[src/rtl/ber_pkg.sv]
// ber_pkg
//   Shared definitions for the BER measurement controller:
//     ber_state_t  measurement sequencer states
//     BYTE_W       width of the compared data words
//     sat_add      unsigned add that clamps at the all-ones value of a given width
package ber_pkg;

    typedef enum logic [1:0] {
        IDLE    = 2'd0,
        SYNC    = 2'd1,
        MEASURE = 2'd2,
        DONE    = 2'd3
    } ber_state_t;

    localparam int BYTE_W = 8;

    // Adds two values and clamps the result at (2**w)-1. Callers pass their own
    // register width in w and truncate the 64-bit result back to that width.
    function automatic logic [63:0] sat_add(input logic [63:0] a,
                                            input logic [63:0] b,
                                            input int unsigned w);
        logic [64:0] sum;
        logic [63:0] max;
        max = (w >= 64) ? '1 : ((64'd1 << w) - 64'd1);
        sum = {1'b0, a} + {1'b0, b};
        if (sum > {1'b0, max})
            sat_add = max;
        else
            sat_add = sum[63:0];
    endfunction

endpackage

[src/rtl/ber_popcount8.sv]
// ber_popcount8
//   Combinational bit-error count for one byte: popcount(rx_data ^ ref_data).
//   Ports:
//     rx_data   in  8  received byte
//     ref_data  in  8  reference pattern byte
//     count     out 4  number of differing bits (0..8)
module ber_popcount8
    import ber_pkg::*;
(
    input  logic [BYTE_W-1:0] rx_data,
    input  logic [BYTE_W-1:0] ref_data,
    output logic [3:0]        count
);

    logic [BYTE_W-1:0] diff;

    assign diff = rx_data ^ ref_data;

    always_comb begin
        count = 4'd0;
        for (int i = 0; i < BYTE_W; i++)
            count = count + {3'd0, diff[i]};
    end

endmodule

[src/rtl/ber_test_ctrl.sv]
// ber_test_ctrl
//   Sequences one bit-error-ratio measurement: waits for a run of error-free
//   words (pattern sync), then accumulates compared bits and bit errors over a
//   programmed number of words. All accumulators saturate.
//   Optional feature macro: BER_RESYNC_EN -- loss-of-sync detection in MEASURE
//   (LOSS_WORDS consecutive words with >= RESYNC_THR bit errors force a resync).
//   Ports:
//     clk, rst_n       clock, asynchronous active-low reset
//     start_i          begin a measurement (IDLE/DONE only)
//     abort_i          return to IDLE from any state, results held
//     window_words_i   words per measurement, sampled on start (0 means 1)
//     rx_valid_i       rx_data_i/ref_data_i valid
//     rx_data_i        received byte
//     ref_data_i       reference byte
//     busy_o           in SYNC or MEASURE
//     done_o           in DONE
//     sync_fail_o      sync was not reached within SYNC_TIMEOUT words
//     total_bits_o     bits compared during MEASURE
//     total_errors_o   bit errors seen during MEASURE
//     resync_cnt_o     number of resync events (0 without BER_RESYNC_EN)
module ber_test_ctrl
    import ber_pkg::*;
#(
    parameter int CNT_W        = 32,
    parameter int WIN_W        = 24,
    parameter int SYNC_WORDS   = 16,
    parameter int SYNC_TIMEOUT = 4096,
    parameter int RESYNC_THR   = 3,
    parameter int LOSS_WORDS   = 4
) (
    input  logic              clk,
    input  logic              rst_n,
    input  logic              start_i,
    input  logic              abort_i,
    input  logic [WIN_W-1:0]  window_words_i,
    input  logic              rx_valid_i,
    input  logic [BYTE_W-1:0] rx_data_i,
    input  logic [BYTE_W-1:0] ref_data_i,
    output logic              busy_o,
    output logic              done_o,
    output logic              sync_fail_o,
    output logic [CNT_W-1:0]  total_bits_o,
    output logic [CNT_W-1:0]  total_errors_o,
    output logic [7:0]        resync_cnt_o
);

    localparam int RUN_W = $clog2(SYNC_WORDS + 1);
    localparam int TMO_W = $clog2(SYNC_TIMEOUT + 1);
    localparam int BAD_W = $clog2(LOSS_WORDS + 1);

`ifdef BER_RESYNC_EN
    localparam bit RESYNC_EN = 1'b1;
`else
    localparam bit RESYNC_EN = 1'b0;
`endif

    ber_state_t         state;
    ber_state_t         state_nxt;
    logic [3:0]         err_p0;
    logic               vld_p1;
    logic [3:0]         err_p1;
    logic [RUN_W-1:0]   run_cnt;
    logic [TMO_W-1:0]   sync_cnt;
    logic [WIN_W-1:0]   win_cnt;
    logic [WIN_W-1:0]   window;
    logic [BAD_W-1:0]   bad_cnt;
    logic               busy;
    logic               start_ok;
    logic               bad_word;
    logic               sync_hit;
    logic               tmo_hit;
    logic               win_hit;
    logic               loss_hit;

    assign busy     = (state == SYNC) || (state == MEASURE);
    assign busy_o   = busy;
    assign done_o   = (state == DONE);
    assign start_ok = start_i && !abort_i && ((state == IDLE) || (state == DONE));

    // ---- stage 0: xor + popcount of the incoming byte pair ----
    ber_popcount8 u_popcount (
        .rx_data  (rx_data_i),
        .ref_data (ref_data_i),
        .count    (err_p0)
    );

    // ---- stage 1: register word valid and error count ----
    // Valid only while a measurement is running; an abort kills the word in flight.
    always_ff @(posedge clk or negedge rst_n) begin
        if (!rst_n)
            vld_p1 <= 1'b0;
        else
            vld_p1 <= rx_valid_i && busy && !abort_i;
    end

    always_ff @(posedge clk) begin
        err_p1 <= err_p0;
    end

    // ---- stage 2: sequencer and accumulators act on the registered word ----
    // The run counter is tested before its increment, so reaching SYNC_WORDS
    // and leaving SYNC happen on the same edge (that word is not measured).
    assign sync_hit = vld_p1 && (err_p1 == 4'd0) &&
                      (run_cnt == RUN_W'(SYNC_WORDS - 1));
    assign tmo_hit  = vld_p1 && (sync_cnt == TMO_W'(SYNC_TIMEOUT - 1));
    assign win_hit  = vld_p1 && (win_cnt == window - WIN_W'(1));
    assign bad_word = (err_p1 >= 4'(RESYNC_THR));
    assign loss_hit = RESYNC_EN && vld_p1 && bad_word &&
                      (bad_cnt == BAD_W'(LOSS_WORDS - 1));

    always_ff @(posedge clk or negedge rst_n) begin
        if (!rst_n)
            state <= IDLE;
        else
            state <= state_nxt;
    end

    always_comb begin
        state_nxt = state;
        if (abort_i) begin
            state_nxt = IDLE;
        end else begin
            case (state)
                IDLE, DONE: if (start_i) state_nxt = SYNC;
                SYNC: begin
                    if (sync_hit)
                        state_nxt = MEASURE;
                    else if (tmo_hit)
                        state_nxt = DONE;
                end
                MEASURE: begin
                    // Window end wins over a simultaneous loss of sync.
                    if (win_hit)
                        state_nxt = DONE;
                    else if (loss_hit)
                        state_nxt = SYNC;
                end
                default: state_nxt = IDLE;
            endcase
        end
    end

    always_ff @(posedge clk or negedge rst_n) begin
        if (!rst_n) begin
            run_cnt        <= '0;
            sync_cnt       <= '0;
            win_cnt        <= '0;
            window         <= '0;
            bad_cnt        <= '0;
            sync_fail_o    <= 1'b0;
            total_bits_o   <= '0;
            total_errors_o <= '0;
        end else if (start_ok) begin
            run_cnt        <= '0;
            sync_cnt       <= '0;
            win_cnt        <= '0;
            bad_cnt        <= '0;
            sync_fail_o    <= 1'b0;
            total_bits_o   <= '0;
            total_errors_o <= '0;
            window         <= (window_words_i == '0) ? WIN_W'(1) : window_words_i;
        end else if (!abort_i && vld_p1) begin
            if (state == SYNC) begin
                if (sync_hit) begin
                    run_cnt  <= '0;
                    sync_cnt <= '0;
                    bad_cnt  <= '0;
                end else begin
                    run_cnt  <= (err_p1 == 4'd0) ? run_cnt + RUN_W'(1) : '0;
                    sync_cnt <= sync_cnt + TMO_W'(1);
                    if (tmo_hit)
                        sync_fail_o <= 1'b1;
                end
            end else if (state == MEASURE) begin
                total_bits_o   <= CNT_W'(sat_add(64'(total_bits_o), 64'(BYTE_W), CNT_W));
                total_errors_o <= CNT_W'(sat_add(64'(total_errors_o), 64'(err_p1), CNT_W));
                win_cnt        <= win_cnt + WIN_W'(1);
                if (loss_hit)
                    bad_cnt <= '0;
                else
                    bad_cnt <= bad_word ? bad_cnt + BAD_W'(1) : '0;
            end
        end
    end

`ifdef BER_RESYNC_EN
    logic [7:0] resync_cnt;

    always_ff @(posedge clk or negedge rst_n) begin
        if (!rst_n)
            resync_cnt <= 8'd0;
        else if (start_ok)
            resync_cnt <= 8'd0;
        else if ((state == MEASURE) && (state_nxt == SYNC))
            resync_cnt <= 8'(sat_add(64'(resync_cnt), 64'd1, 8));
    end

    assign resync_cnt_o = resync_cnt;
`else
    assign resync_cnt_o = 8'd0;
`endif

endmodule

[config.mk]
export PLATFORM = sky130hd
export DESIGN_NAME = ber_test_ctrl
export DESIGN_NICKNAME = d
export VERILOG_FILES = /design/src/rtl/ber_pkg.sv /design/src/rtl/ber_popcount8.sv /design/src/rtl/ber_test_ctrl.sv
export SDC_FILE = /design/constraint.sdc
export NUM_CORES = 1
export LEC_CHECK = 0
export BUFFER_PORTS_ARGS = -buffer_cell sky130_fd_sc_hd__buf_2
export CAP_MARGIN = 30
export CORE_MARGIN = 8
export CORE_UTILIZATION = 58
export CTS_CLUSTER_SIZE = 16
export DETAILED_ROUTE_END_ITERATION = 10
export MAX_ROUTING_LAYER = met4
export PLACE_DENSITY = 0.81
export SLEW_MARGIN = 5
export SYNTH_ARGS = -nofsm -noshare
export SYNTH_HDL_FRONTEND = slang
export SYNTH_SLANG_ARGS = --single-unit
[constraint.sdc]
create_clock -name clk -period 3.3 [get_ports clk]
set_input_delay 0.33 -clock clk [delete_from_list [all_inputs] [get_ports clk]]
set_output_delay 0.33 -clock clk [all_outputs]
set_load 0.02 [all_outputs]
* Word level (Yosys, flattened, before mapping)
Cells that the tools add are included.
** Operators by class
- $lt $le $gt $ge :: 2
- Equality and inequality tests :: 11
- Add/sub/neg operators :: 13
- Reduce and logical (&&, ||, !) cells :: 24
- Bitwise logic cells :: 1
- Multiplexer cells :: 35
** Operators by type and width (count)
- 32-bit 2-to-1 mux :: 10
- 24-bit 2-to-1 mux :: 5
- 33-bit by 32-bit greater-than comparator with 1-bit output (second input constant) :: 2
- 13-bit 2-to-1 mux :: 4
- 32-bit by 4-bit adder with 33-bit output :: 1
- 32-bit by 4-bit adder with 33-bit output (second input constant) :: 1
- 5-bit 2-to-1 mux :: 5
- 24-bit by 1-bit adder with 24-bit output (second input constant) :: 1
- 4-bit by 1-bit adder with 4-bit output :: 6
- 24-bit equality test :: 1
- 24-bit zero test :: 1
- 24-bit by 1-bit subtractor with 24-bit output (second input constant) :: 1
- 13-bit by 1-bit adder with 13-bit output (second input constant) :: 1
- 13-bit by 12-bit equality test with 1-bit output (second input constant) :: 1
- 2-bit 2-to-1 mux :: 5
- 1-bit logical AND :: 9
- 2-bit nonzero test :: 4
- 8-bit bitwise XOR :: 1
- 3-bit != test (second input constant) :: 2
- 2-bit case mux with 3 select lines :: 1
- 3-bit AND reduction :: 2
- 5-bit by 1-bit adder with 5-bit output (second input constant) :: 1
- 5-bit by 4-bit equality test with 1-bit output (second input constant) :: 1
- 1-bit 2-to-1 mux :: 5
- other kinds (12) :: 15
** Word-level totals
- Register bits after elaboration :: 138
- Output and inout port bits :: 75
- Word-level logic and storage cells :: 96
- Input port bits :: 45

* Logic depth before layout (Yosys ltp)
Gate-level depths: netlist of the first run.
- Depth after elaboration :: 8
- Depth in mapped cells :: 14
- Gate-level depth less buffers :: 11

* Cells and area by module
Synthesis of the first run repeated with hierarchy kept, for this count alone.
** Second synthesis, totals
- Cells, all modules :: 1026
- Area total of the unflattened synthesis :: 8622.0 µm²
** Modules (own cells, without submodules)
- ber_test_ctrl :: cells each 1000, times used 1, area each 8384.3 µm², sequential area each 3383.2 µm²
- ber_popcount8 :: cells each 26, times used 1, area each 237.7 µm², sequential area each 0.0 µm²

* Worst setup path before layout of the first run
No wires, ideal clock.
- Kind :: reg-to-reg
- From :: reg total_bits_o[10]
- To :: reg total_bits_o[16]
- Stages on the path, launching flop included :: 14
- Required time :: 3199 ps
- Library setup time :: 101 ps
- Arrival time :: 3040 ps
- Clock period less this slack :: 3141 ps
- Setup slack :: 159 ps
- Cell sequence :: dfrtp_1 > buf_2 > nand3_2 > or4_1 > buf_2 > or3_1 > clkbuf_2 > or3_1 > a211oi_1 > and4_1 > buf_6 > o21ai_4 > buf_6 > o311ai_2
** Between the ends
- Longest elaborated chain between the ends :: 7
** RTL lines
- start: declaration :: RTL line ber_test_ctrl.sv:42 : output logic [CNT_W-1:0] total_bits_o,
- start signal: assignment :: RTL line ber_test_ctrl.sv:175 : total_bits_o <= CNT_W'(sat_add(64'(total_bits_o), 64'(BYTE_W), CNT_W));
- 32-bit by 4-bit adder with 33-bit output (*) :: RTL line ber_pkg.sv:25 : sum = {1'b0, a} + {1'b0, b};
- 33-bit by 32-bit greater-than comparator with 1-bit output :: RTL line ber_pkg.sv:26 : if (sum > {1'b0, max})
- 32-bit 2-to-1 mux (*) :: RTL line ber_pkg.sv:26
- 32-bit 2-to-1 mux (*) :: RTL line ber_test_ctrl.sv:174 : end else if (state == MEASURE) begin
- 32-bit 2-to-1 mux (*) :: RTL line ber_test_ctrl.sv:163 : if (state == SYNC) begin
- 32-bit 2-to-1 mux (*) :: RTL line ber_test_ctrl.sv:162 : end else if (!abort_i && vld_p1) begin
- 32-bit 2-to-1 mux (*) :: RTL line ber_test_ctrl.sv:153 : end else if (start_ok) begin
Every way passes the cells marked *; elsewhere a longest branch is shown, timed or not. The select of a mux whose other input is x is not followed.
A chain may end at the register's enable or synchronous reset.

* Final worst setup path of the first run
- From :: reg window[14]
- To :: reg state[0]
** Between the ends
- Longest elaborated chain between the ends :: 5
** RTL lines
- start: declaration :: RTL line ber_test_ctrl.sv:65 : logic [WIN_W-1:0] window;
- start signal: assignment :: RTL line ber_test_ctrl.sv:161 : window <= (window_words_i == '0) ? WIN_W'(1) : window_words_i;
- 24-bit by 1-bit subtractor with 24-bit output :: RTL line ber_test_ctrl.sv:106 : assign win_hit = vld_p1 && (win_cnt == window - WIN_W'(1));
- 24-bit equality test :: RTL line ber_test_ctrl.sv:106
- 1-bit logical AND :: RTL line ber_test_ctrl.sv:106
- 3-bit != test (no line)
- 3-bit AND reduction (no line)
- end signal: assignment :: RTL line ber_test_ctrl.sv:115 : state <= state_nxt;
- end: declaration :: RTL line ber_test_ctrl.sv:57 : ber_state_t state;
Every way passes these cells.

==> impl_results.md, run 1 <==
* HPWL after DPL at 16,110 um
* Die H at 137.0 um
* Htree depth at 4
* Post-synth EDFFs at 0
* Share of layout cells above drive strength 1 at 0.1691
* Reg2Reg Capture Point: state[0]
* Crit path time final at 3.149 ns
* Final setup vio count at 0
* Initial core utilization at 0.5884
* NumNets Final at 1,201
* Remaining DRCs at 0
* #FFs+latches synth at 136
* Fillers at 1,154
* Largest net degree at the start of global routing at 95
* RSZ-0062 raised after global routing: false
* CP Max Fanout at 5
* Final Skew at 0.01172 ns
* Mapped Area at 8487 um2
* YS warnings at 0
* Final period util at 0.9542
* Crit path launch type: flip-flop
* Top-count cell post-synth: nand2_1
* CTS buffer count at 17
* Worst setup path category: reg2reg
* Hold Violations, Final at 0
* TNS Setup at 0 ns
* Fmax at 317.6 MHz
* Total number of vias at 8,135
* Arrival @ worst endpoint at 3.46 ns
* CTS tree: yes
* Cell taking the most area after synthesis: dfrtp_1
* Final worst slack at 0.1512 ns
* Root Driver: clkbuf_16
* Outcome: complete, no violations
* Critical Path Sink Type: flip-flop
* Vias in the first global route at 7,590
* Max Root-Sink Buffers at 2
* Clock sinks at 136
* First-pass GRT wire length at 37,410 um
* Clock transition at path regs at 0.06 ns
* WL final at 22,900 um
* Reg-to-Reg Start: window[14]
* Ranking of synthesized cells by area: dfrtp_1 (39%), nand2_1 (6.7%), o21ai_0 (5.5%), xor2_1 (4.1%), xnor2_1 (4.0%)
* Least-Margin Pin Slew at 0.7143 ns
* Post-synthesis cell type count at 63
* GP Congestion at 0.9049
* TritonRoute pass-1 iters at 5
* Synth-to-Final Area Change at 16.57%
* DRT antenna net count at 0
* I/O pins at 120
* Synthesized area per cell at 8.345 um2
* Global route overflow at 0
* Max-cap violations at 0
* Pins Over Slew Limit at 0
* Worst-case reg-to-reg path depth at 7
* Leak at 4.515 nW
* Die X at 137.0 um
* Buffers on Ports at 111
* Rows at 44
* Core footprint at 14,420 um2
* Worst EP required at 3.61 ns
* Worst Hold Class: in2reg
* End-of-flow core utilization at 0.6859
* Diode count at 0
* DP Worst Slack at 0.1426 ns
* Post-DR wirelength/cell at 17.20 um
* Die area at 18,760 um2
* Post-synth top area share at 0.3892
* Reg-to-reg slack, setup at 0.15 ns
* Fraction of registers with async set/reset at 0.9706
* Max-slew headroom at 0.5238
* Post-synth top cells: nand2_1 (152), dfrtp_1 (132), o21ai_0 (93)
* Maximum VDD drop at 0.4333 mV
* Pwr per Cell Area at 539.9 nW/um2
* Starting DRT DRC Count at 793
* Total track usage at 0.2546
* Vias/cell at 6.112
* Setup crit end: state[0]
* Worst-Skew Late Latency at 0.43 ns
* Part of the Yosys area used for sequential elements at 0.3986
* Top_reg_cell synth: dfrtp_1
* Post-Synthesis Cells at 1,017
* CP Launch Point: window[14]
* Initial antenna violation count at 0
[placed cells by master (no fill, tap or decap), drive strengths merged, types with 9 or more instances in the layout]
master | Yosys | layout
nand2 | 152 | 152
buf | 21 | 152
dfrtp | 132 | 132
o21ai | 94 | 94
nor2 | 74 | 74
a21oi | 51 | 51
inv | 47 | 47
xor2 | 40 | 40
xnor2 | 39 | 39
nand3 | 38 | 38
nor3 | 32 | 32
nand4 | 29 | 29
clkbuf | 41 | 24
nor4 | 23 | 23
o311ai | 19 | 19
a31oi | 17 | 17
ha | 17 | 17
and3 | 15 | 15
or3 | 15 | 15
and4 | 10 | 10
nor2b | 9 | 9
[sequential cells by signal (all words and copies together) (netlist names)]
register        flops
err_p1              4
run_cnt             5
state               2
sync_cnt           13
sync_fail_o         1
total_bits_o       30
total_errors_o     32
vld_p1              1
win_cnt            24
window             24
[cell families (layout without fill, tap and decap cells)]
family | Yosys count | count (layout) | share of synthesized area
buf+inv | 110 | 233 | 0.05572
xor+xnor | 79 | 79 | 0.08153
flops | 136 | 136 | 0.3986
mux | 8 | 8 | 0.009878
fa+ha+maj | 22 | 22 | 0.03686
other cells | 1 | 8 | 0.0004419
simple gates | 432 | 432 | 0.2499
compound gates | 229 | 229 | 0.1670
[per-stage QoR]
step           instances  instance area [um2]  total power, mW  hold WS, ns
2_1_floorplan       1024                 8513            3.114      0.03441
3_3_place_gp        1298                 9349            3.558       0.3440
3_5_place_dp        1298                 9349            3.607       0.3474
4_1_cts             1331                 9888            5.348      0.09158
5_1_grt             1331                 9893            5.634       0.1017
6_report            1331                 9893            5.341       0.1058
[metal layers]
metal  GRT usage  wire length (um)
met1      0.3392             10040
met4     0.09475               497
met5           -                 0
met3     0.05580              1743
met2      0.3733             10610
[worst min-delay path by stage]
stage / from / endpoint / depth (start not counted) / slack (ns)
after floorplan: rst_n / run_cnt[0] / 0 / 0.03
after CTS: rx_valid_i / vld_p1 / 2 / 0.09
after global routing: window_words_i[17] / window[17] / 3 / 0.10
final: rx_valid_i / vld_p1 / 2 / 0.11
after global placement: rst_n / total_errors_o[28] / 1 / 0.34
after detailed placement: rst_n / total_errors_o[26] / 1 / 0.35
[critical path, cell delays in order, from the launching register on]
cell     delay, ns
dfrtp_1       0.42
or4_1         0.58
or4b_2        0.66
or2_1         0.29
nor4_1        0.32
a21oi_1       0.09
o31ai_2       0.30
mux2_2        0.38
[power by group]
part | switching (mW) | internal, mW | total [mW]
logic | 0.907 | 0.604 | 1.51
clock network | 0.705 | 1.01 | 1.72
registers | 0.247 | 1.87 | 2.11
total | 1.86 | 3.48 | 5.34
[what timing repair did]
item,in CTS,in global routing
gates resized for setup,0,1
endpoints found under the setup margin,0,2
hold endpoints to repair,38,0
buffers inserted,0,0
hold buffers,1,0
[area by class of cell]
type / instances / area [um2] / area share
well taps: 184 / 230.2 / 0.02327
multi-input cells: 778 / 4669 / 0.4720
repair buffers: 153 / 900.9 / 0.09106
inverters: 48 / 180.2 / 0.01821
flip-flops and latches: 136 / 3383 / 0.3420
clock buffers: 24 / 481.7 / 0.04869
clock inverters: 8 / 47.55 / 0.004806
No activity file was read; power rests on OpenSTA's default activity.
==> run 2: changes to the inputs <==
- CORE_UTILIZATION: 58 -> 40
- PLACE_DENSITY: 0.81 -> not set
- SKIP_LAST_GASP: not set -> 1
==> run 2 against run 1 <==
  * Combinational power increased by 3%
  * Highest routed layer unchanged
  * Clock power is 18% higher
  * Cell area up 3.2%
  * Via count shrank 3.4%
  * Count of clock-buffer cells in the layout up 1
  * Setup slack got worse by 0.067 ns
  * Utilization shrank 20 points
  * Hold slack better by 0.015 ns
==> impl_results.md, run 2 (same netlist as run 1, synthesis figures left out) <==
* Outcome: complete, no violations
* Vias in the first global route at 7,546 (-0.58%)
* Total number of vias at 7,858 (-3.4%)
* Maximum VDD drop at 0.3217 mV (-26%)
* I/O pins at 120 (unchanged)
* Least-Margin Pin Slew at 0.8271 ns (+0.1128 ns)
* Buffers on Ports at 111 (unchanged)
* Net Sw Frac at 0.3293 (-0.01876)
* Largest net degree at the start of global routing at 66 (-31%)
* Reg-to-Reg Start: window[9]
* Share of layout cells above drive strength 1 at 0.1789 (+0.009774)
* Crit path time final at 3.215 ns (+0.06662 ns)
* Arrival @ worst endpoint at 3.51 ns (+0.05 ns)
* Fmax at 311.0 MHz (-2.1%)
* Hold Path Cell Cnt at 3 (+1)
* Pins Over Slew Limit at 0 (unchanged)
* Total track usage at 0.1885 (-0.06614)
* HPWL after DPL at 17,650 um (+9.6%)
* Worst setup path category: reg2reg
* Final Skew at 0.008452 ns (-0.003268 ns)
* Remaining DRCs at 0 (unchanged)
* Max reg flops at 32 (unchanged)
* Largest registers: total_errors_o (32), total_bits_o (30)
* Starting DRT DRC Count at 634 (-20%)
* Clock sinks at 136 (unchanged)
* Root Driver: clkbuf_16
* Post-DR wirelength/cell at 16.80 um (-2.4%)
* Fillers at 2,071 (+79%)
* Max-cap violations at 0 (unchanged)
* Reg2Reg Capture Point: state[1]
* Die area at 26,130 um2 (+39%)
* Worst-Skew Late Latency at 0.41 ns (-0.02 ns)
* Initial core utilization at 0.4050 (-0.1834)
* Reg-to-reg slack, setup at 0.08 ns (-0.07 ns)
* Htree depth at 4 (unchanged)
* Core footprint at 20,960 um2 (+45%)
* Worst-case reg-to-reg path depth at 8 (+1)
* Min-Delay Endpoint: window[5]
* Crit path launch type: flip-flop
* Fin area at 10,210 um2 (+3.2%)
* Area used by multi-input combinational logic at 4672 um2 (about the same)
* CP Max Fanout at 3 (-2)
* Seq pwr share at 0.369 (-0.027)
* Register area at 3383 um2 (unchanged)
* Part of the power in the clock network at 0.357 (+0.036)
* Worst hold start: window_words_i[5]
* CTS buffer count at 17 (unchanged)
* Final std cells w/o fill at 1,432 (+7.6%)
* Hold Violations, Final at 0 (unchanged)
* Max Root-Sink Buffers at 2 (unchanged)
* Area after DPL at 9562 um2 (+2.3%)
* Max-slew headroom at 0.4486 (-0.07518)
* TNS Setup at 0 ns (unchanged)
* Final setup vio count at 0 (unchanged)
* Die H at 161.7 um (+18%)
* Vias/cell at 5.487 (-10%)
* Most frequent cells in the layout: nand2_1 (151), dfrtp_1 (132), buf_2 (110)
* End-of-flow core utilization at 0.4871 (-0.1988)
* Cell count after placement at 1,399 (+7.8%)
* Initial antenna violation count at 0 (unchanged)
* Rows at 53 (+20%)
* First-pass GRT wire length at 39,240 um (+4.9%)
* Final worst slack at 0.08457 ns (-0.06662 ns)
* DP Worst Slack at 0.1018 ns (-0.04086 ns)
* Clock transition at path regs at 0.06 ns (about the same)
* Cell Int Power at 3.807 mW (+9.3%)
* Commonest non-fill, non-tap cell in the layout: nand2_1
* WL final at 24,060 um (+5.1%)
* Final period util at 0.9744 (+0.02019)
* CTS tree: yes
* Leak at 4.628 nW (+2.5%)
* Global route overflow at 0 (unchanged)
* NumNets Final at 1,211 (+0.83%)
* Pwr per Cell Area at 556.1 nW/um2 (+3.0%)
* Combinational Power Share at 0.274 (-0.009)
* Number of setup buffers added after CTS at 0 (unchanged)
* Critical Path Sink Type: flip-flop
* Synth-to-Final Area Change at 20.27%
* Worst Hold Class: in2reg
* Most flops, register: total_errors_o
* Sw Pwr at 1.869 mW (+0.55%)
* Diode count at 0 (unchanged)
* TritonRoute pass-1 iters at 5 (unchanged)
* DRT antenna net count at 0 (unchanged)
* Die X at 161.7 um (+18%)
* Pwr Total at 5.677 mW (+6.3%)
* Worst EP required at 3.59 ns (-0.02 ns)
* GP Congestion at 0.8824 (-2.5%)
* Minimum hold slack at 0.1207 ns (+0.01489 ns)
run 2: cell count changes in the layout (fill, tap and decap cells not counted), sizes merged:
cell	delta
buf	+10
bufinv	+3
clkinv	-2
clkinvlp	-2
clkbuf	+1
run 2: what timing repair did:
| item | CTS | global route |
|---|---|---|
| endpoints found under the hold margin | 63 | 0 |
| gates resized for setup | 0 | 3 |
| hold buffers | 1 | 0 |
| setup endpoints to repair | 0 | 6 |
run 2: cell type report:
type	count	area share
multi-input cells	778	0.4577
well taps	275	0.03371
clock inverters	7	0.01103
inverters	48	0.01765
repair buffers	163	0.09794
clock buffers	25	0.05050
flip-flops and latches	136	0.3315
run 2: worst max path at each step:
stage                                 from                to  cells after the start
after global placement          window[14]          state[1]                      8
final                            window[9]          state[1]                      8
after floorplan           total_bits_o[10]  total_bits_o[16]                     13
after detailed placement        window[14]          state[1]                      8
after CTS                       window[14]          state[1]                      8
after global routing             window[0]          state[0]                     10
run 2: layer usage:
metal | routed length, um | vias up | part of all wire | global-route usage
met5 | 0 | - | 0 | -
met4 | 205 | 0 | 0.0085 | 0.04461
met3 | 1148 | 15 | 0.048 | 0.03417
met2 | 11180 | 197 | 0.46 | 0.2922
met1 | 11530 | 3790 | 0.48 | 0.2528
li1 | - | 3856 | - | -
run 2: worst max-delay path, cell delays in order, from the launching register on:
cell and delay, ns:
dfrtp_1 0.37, or4_1 0.51, or4_1 0.59, nor3_1 0.21, xnor2_1 0.12, a2111oi_1 0.40
nand4_1 0.22, o31ai_2 0.29, mux2_2 0.37
run 2: power by group through the flow:
stage / clock (mW) / sequential, mW / combinational [mW]
2_1_floorplan: 0 / 2.09 / 1.02
3_3_place_gp: 0 / 2.11 / 1.53
3_5_place_dp: 0 / 2.12 / 1.54
4_1_cts: 2.07 / 2.09 / 1.56
5_1_grt: 2.14 / 2.13 / 1.76
6_report: 2.03 / 2.09 / 1.56
==> run 3: changes to the inputs <==
- BUFFER_PORTS_ARGS: -buffer_cell sky130_fd_sc_hd__buf_2 -> not set
- CORE_ASPECT_RATIO: not set -> 0.75
- CORE_MARGIN: 8 -> not set
- DONT_BUFFER_PORTS: not set -> 1
==> run 3 against run 2 <==
  * The run now ends with hold timing left
  * Count of clock-buffer cells in the layout is 7 lower
  * Global-route usage rose by 3.4 points
  * Routed wire length decreased by 6.7%
  * Hold slack got worse by 0.52 ns
  * Via count is 5.5% lower
  * Critical path depth unchanged
  * Highest routed layer unchanged
  * Clock power shrank 5%
  * Utilization decreased by 1.6 points
  * Sequential power hardly changed
  * Register-to-register slack improved by 0.10 ns
  * Largest power group unchanged
  * Cell area is 5.3% lower
  * Final cell count decreased by 6.7%
  * Critical path type unchanged
==> impl_results.md, run 3 (same netlist as run 1, synthesis figures left out) <==
* Outcome: finished, violations left
* Failing checks: hold timing
* Largest net degree at the start of global routing at 133 (+100%)
* Worst setup path category: reg2reg
* Cell Int Power at 3.649 mW (-4.1%)
* Die H at 128.1 um (-21%)
* Pins Over Slew Limit at 0 (unchanged)
* Die area at 21,810 um2 (-17%)
* DRT antenna net count at 0 (unchanged)
* Combinational Power Share at 0.270 (-0.004)
* I/O pins at 120 (unchanged)
* Most used routing layer: met1
* Minimum hold slack at -0.4031 ns (-0.5238 ns)
* Leak at 4.101 nW (-11%)
* Largest registers: total_errors_o (32), total_bits_o (30)
* Synth-to-Final Area Change at 13.87%
* CTS buffer count at 17 (unchanged)
* Vias in the first global route at 6,959 (-7.8%)
* Crit path launch type: flip-flop
* Global routing usage on met1 at 0.3288 (+0.07603)
* Buffers on Ports at 0 (-100%)
* GR met3 Demand/Resource at 0.05712 (+0.02295)
* Crit path time final at 3.114 ns (-0.1017 ns)
* Least-Margin Pin Slew at 0.7173 ns (-0.1098 ns)
* Remaining DRCs at 0 (unchanged)
* GP Congestion at 0.8465 (-4.1%)
* TNS Setup at 0 ns (unchanged)
* Total track usage at 0.2226 (+0.03414)
* Global route overflow at 0 (unchanged)
* Die X at 170.2 um (+5.3%)
* Net Sw Frac at 0.3369 (+0.007593)
* Fmax at 321.2 MHz (+3.3%)
* Most frequent cells in the layout: nand2_1 (151), dfrtp_1 (132), o21ai_0 (93)
* Commonest non-fill, non-tap cell in the layout: nand2_1
* Clock transition at path regs at 0.06 ns (about the same)
* Root Driver: clkbuf_16
* Starting DRT DRC Count at 674 (+6.3%)
* Max Root-Sink Buffers at 2 (unchanged)
* CTS tree: yes
* RSZ-0062 raised after global routing: false
* Hold Violations, Final at 132 (+132)
* Sw Pwr at 1.854 mW (-0.82%)
* Most flops, register: total_errors_o
* TritonRoute pass-1 iters at 5 (unchanged)
* Final setup vio count at 0 (unchanged)
* Worst EP required at 3.60 ns (about the same)
* Seq pwr share at 0.379 (+0.010)
* Total number of vias at 7,422 (-5.5%)
* WL final at 22,440 um (-6.7%)
* Pwr per Cell Area at 569.5 nW/um2 (+2.4%)
* Rows at 45 (-15%)
* Fillers at 2,017 (-2.6%)
* Number of setup buffers added after CTS at 0 (unchanged)
* Met2 Use GR at 0.3011 (+0.008901)
* Arrival @ worst endpoint at 3.41 ns (-0.10 ns)
* Core footprint at 20,490 um2 (-2.2%)
* Clock sinks at 136 (unchanged)
* End-of-flow core utilization at 0.4716 (-0.01555)
* Maximum VDD drop at 0.3701 mV (+15%)
* Final period util at 0.9436 (-0.03081)
* NumNets Final at 1,109 (-8.4%)
* CP Max Fanout at 4 (+1)
* Diode count at 0 (unchanged)
* Max-slew headroom at 0.5174 (+0.06877)
* Initial antenna violation count at 0 (unchanged)
* Max reg flops at 32 (unchanged)
* Worst-Skew Late Latency at 0.42 ns (about the same)
* Max-cap violations at 0 (unchanged)
* Vias/cell at 5.555 (+1.2%)
* Initial core utilization at 0.4141 (+0.009099)
* Share of layout cells above drive strength 1 at 0.1015 (-0.07739)
* Htree depth at 4 (unchanged)
* First-pass GRT wire length at 37,200 um (-5.2%)
* HPWL after DPL at 15,820 um (-10%)
* Part of the power in the clock network at 0.351 (-0.006)
* Final Skew at 0.01212 ns (+0.003670 ns)
* Post-DR wirelength/cell at 16.79 um (about the same)
* Worst Hold Class: in2async
* Critical Path Sink Type: flip-flop
==> run 3: cell count changes in the layout (fill, tap and decap cells not counted), sizes merged <==
| cell | before | now |
|---|---|---|
| buf | 162 | 61 |
| clkbuf | 25 | 18 |
| clkinv | 4 | 9 |
| clkinvlp | 1 | 2 |
| dlygate4sd3 | 1 | 0 |
==> run 3: metal layers <==
metal / up-vias / routed length (um)
li1: 3643 / -
met1: 3562 / 11550
met2: 204 / 9236
met3: 13 / 1516
met4: 0 / 136
met5: - / 0
==> run 3: what timing repair did <==
| item | in CTS | in global routing |
|---|---|---|
| endpoints found under the setup margin | 0 | 2 |
| endpoints found under the hold margin | 132 | 132 |
| resized for setup | 0 | 4 |
==> run 3: power groups by stage <==
stage          combinational (mW)  clock (mW)  sequential (mW)
2_1_floorplan                1.02           0             2.09
3_5_place_dp                 1.46           0             2.10
5_1_grt                      1.68        2.05             2.12
6_report                     1.48        1.93             2.08
4_1_cts                      1.47        1.96             2.08
3_3_place_gp                 1.45           0             2.10
==> run 3: final cells by class <==
type,instances,area (um2),area share
inverters,48,180.2,0.01864
flip-flops and latches,136,3383,0.3501
well taps,282,352.8,0.03651
clock buffers,18,429.2,0.04441
multi-input cells,778,4679,0.4842
clock inverters,13,156.4,0.01618
repair buffers,61,483.0,0.04997
==> run 3: path summary, 6_finish.rpt <==
path                                         start                to  slack [ns]  cells past startpoint
worst max-delay path                    window[13]          state[1]        0.19                      8
worst min-delay path                         rst_n  total_bits_o[22]       -0.40                      0
worst max register to register          window[13]          state[1]        0.19                      8
worst min register to register          run_cnt[1]        run_cnt[1]        0.51                      2
max in group asynchronous                    rst_n   total_bits_o[7]        3.41                      0
min in group clk                window_words_i[16]        window[16]        0.02                      2
==> run 3: worst max-delay path: stages (launching register included) <==
cell and delay, ns:
dfrtp_1 0.38, or4_4 0.57, or4b_2 0.66, nor3_1 0.23, xnor2_1 0.17, and4_1 0.21
nand4_1 0.13, o31ai_2 0.28, mux2_2 0.37
==> run 3: metrics by stage <==
step / cells / hold WS (ns) / worst slack, ns / cell area [um2] / total power [mW]
2_1_floorplan: 1024 / 0.03441 / 0.1588 / 8513 / 3.114
3_3_place_gp: 1305 / 0.03857 / 0.2397 / 9064 / 3.545
3_5_place_dp: 1305 / 0.03906 / 0.1230 / 9064 / 3.565
4_1_cts: 1336 / -0.4117 / 0.1096 / 9649 / 5.509
5_1_grt: 1336 / -0.4240 / 0.007543 / 9664 / 5.846
6_report: 1336 / -0.4031 / 0.1862 / 9664 / 5.504
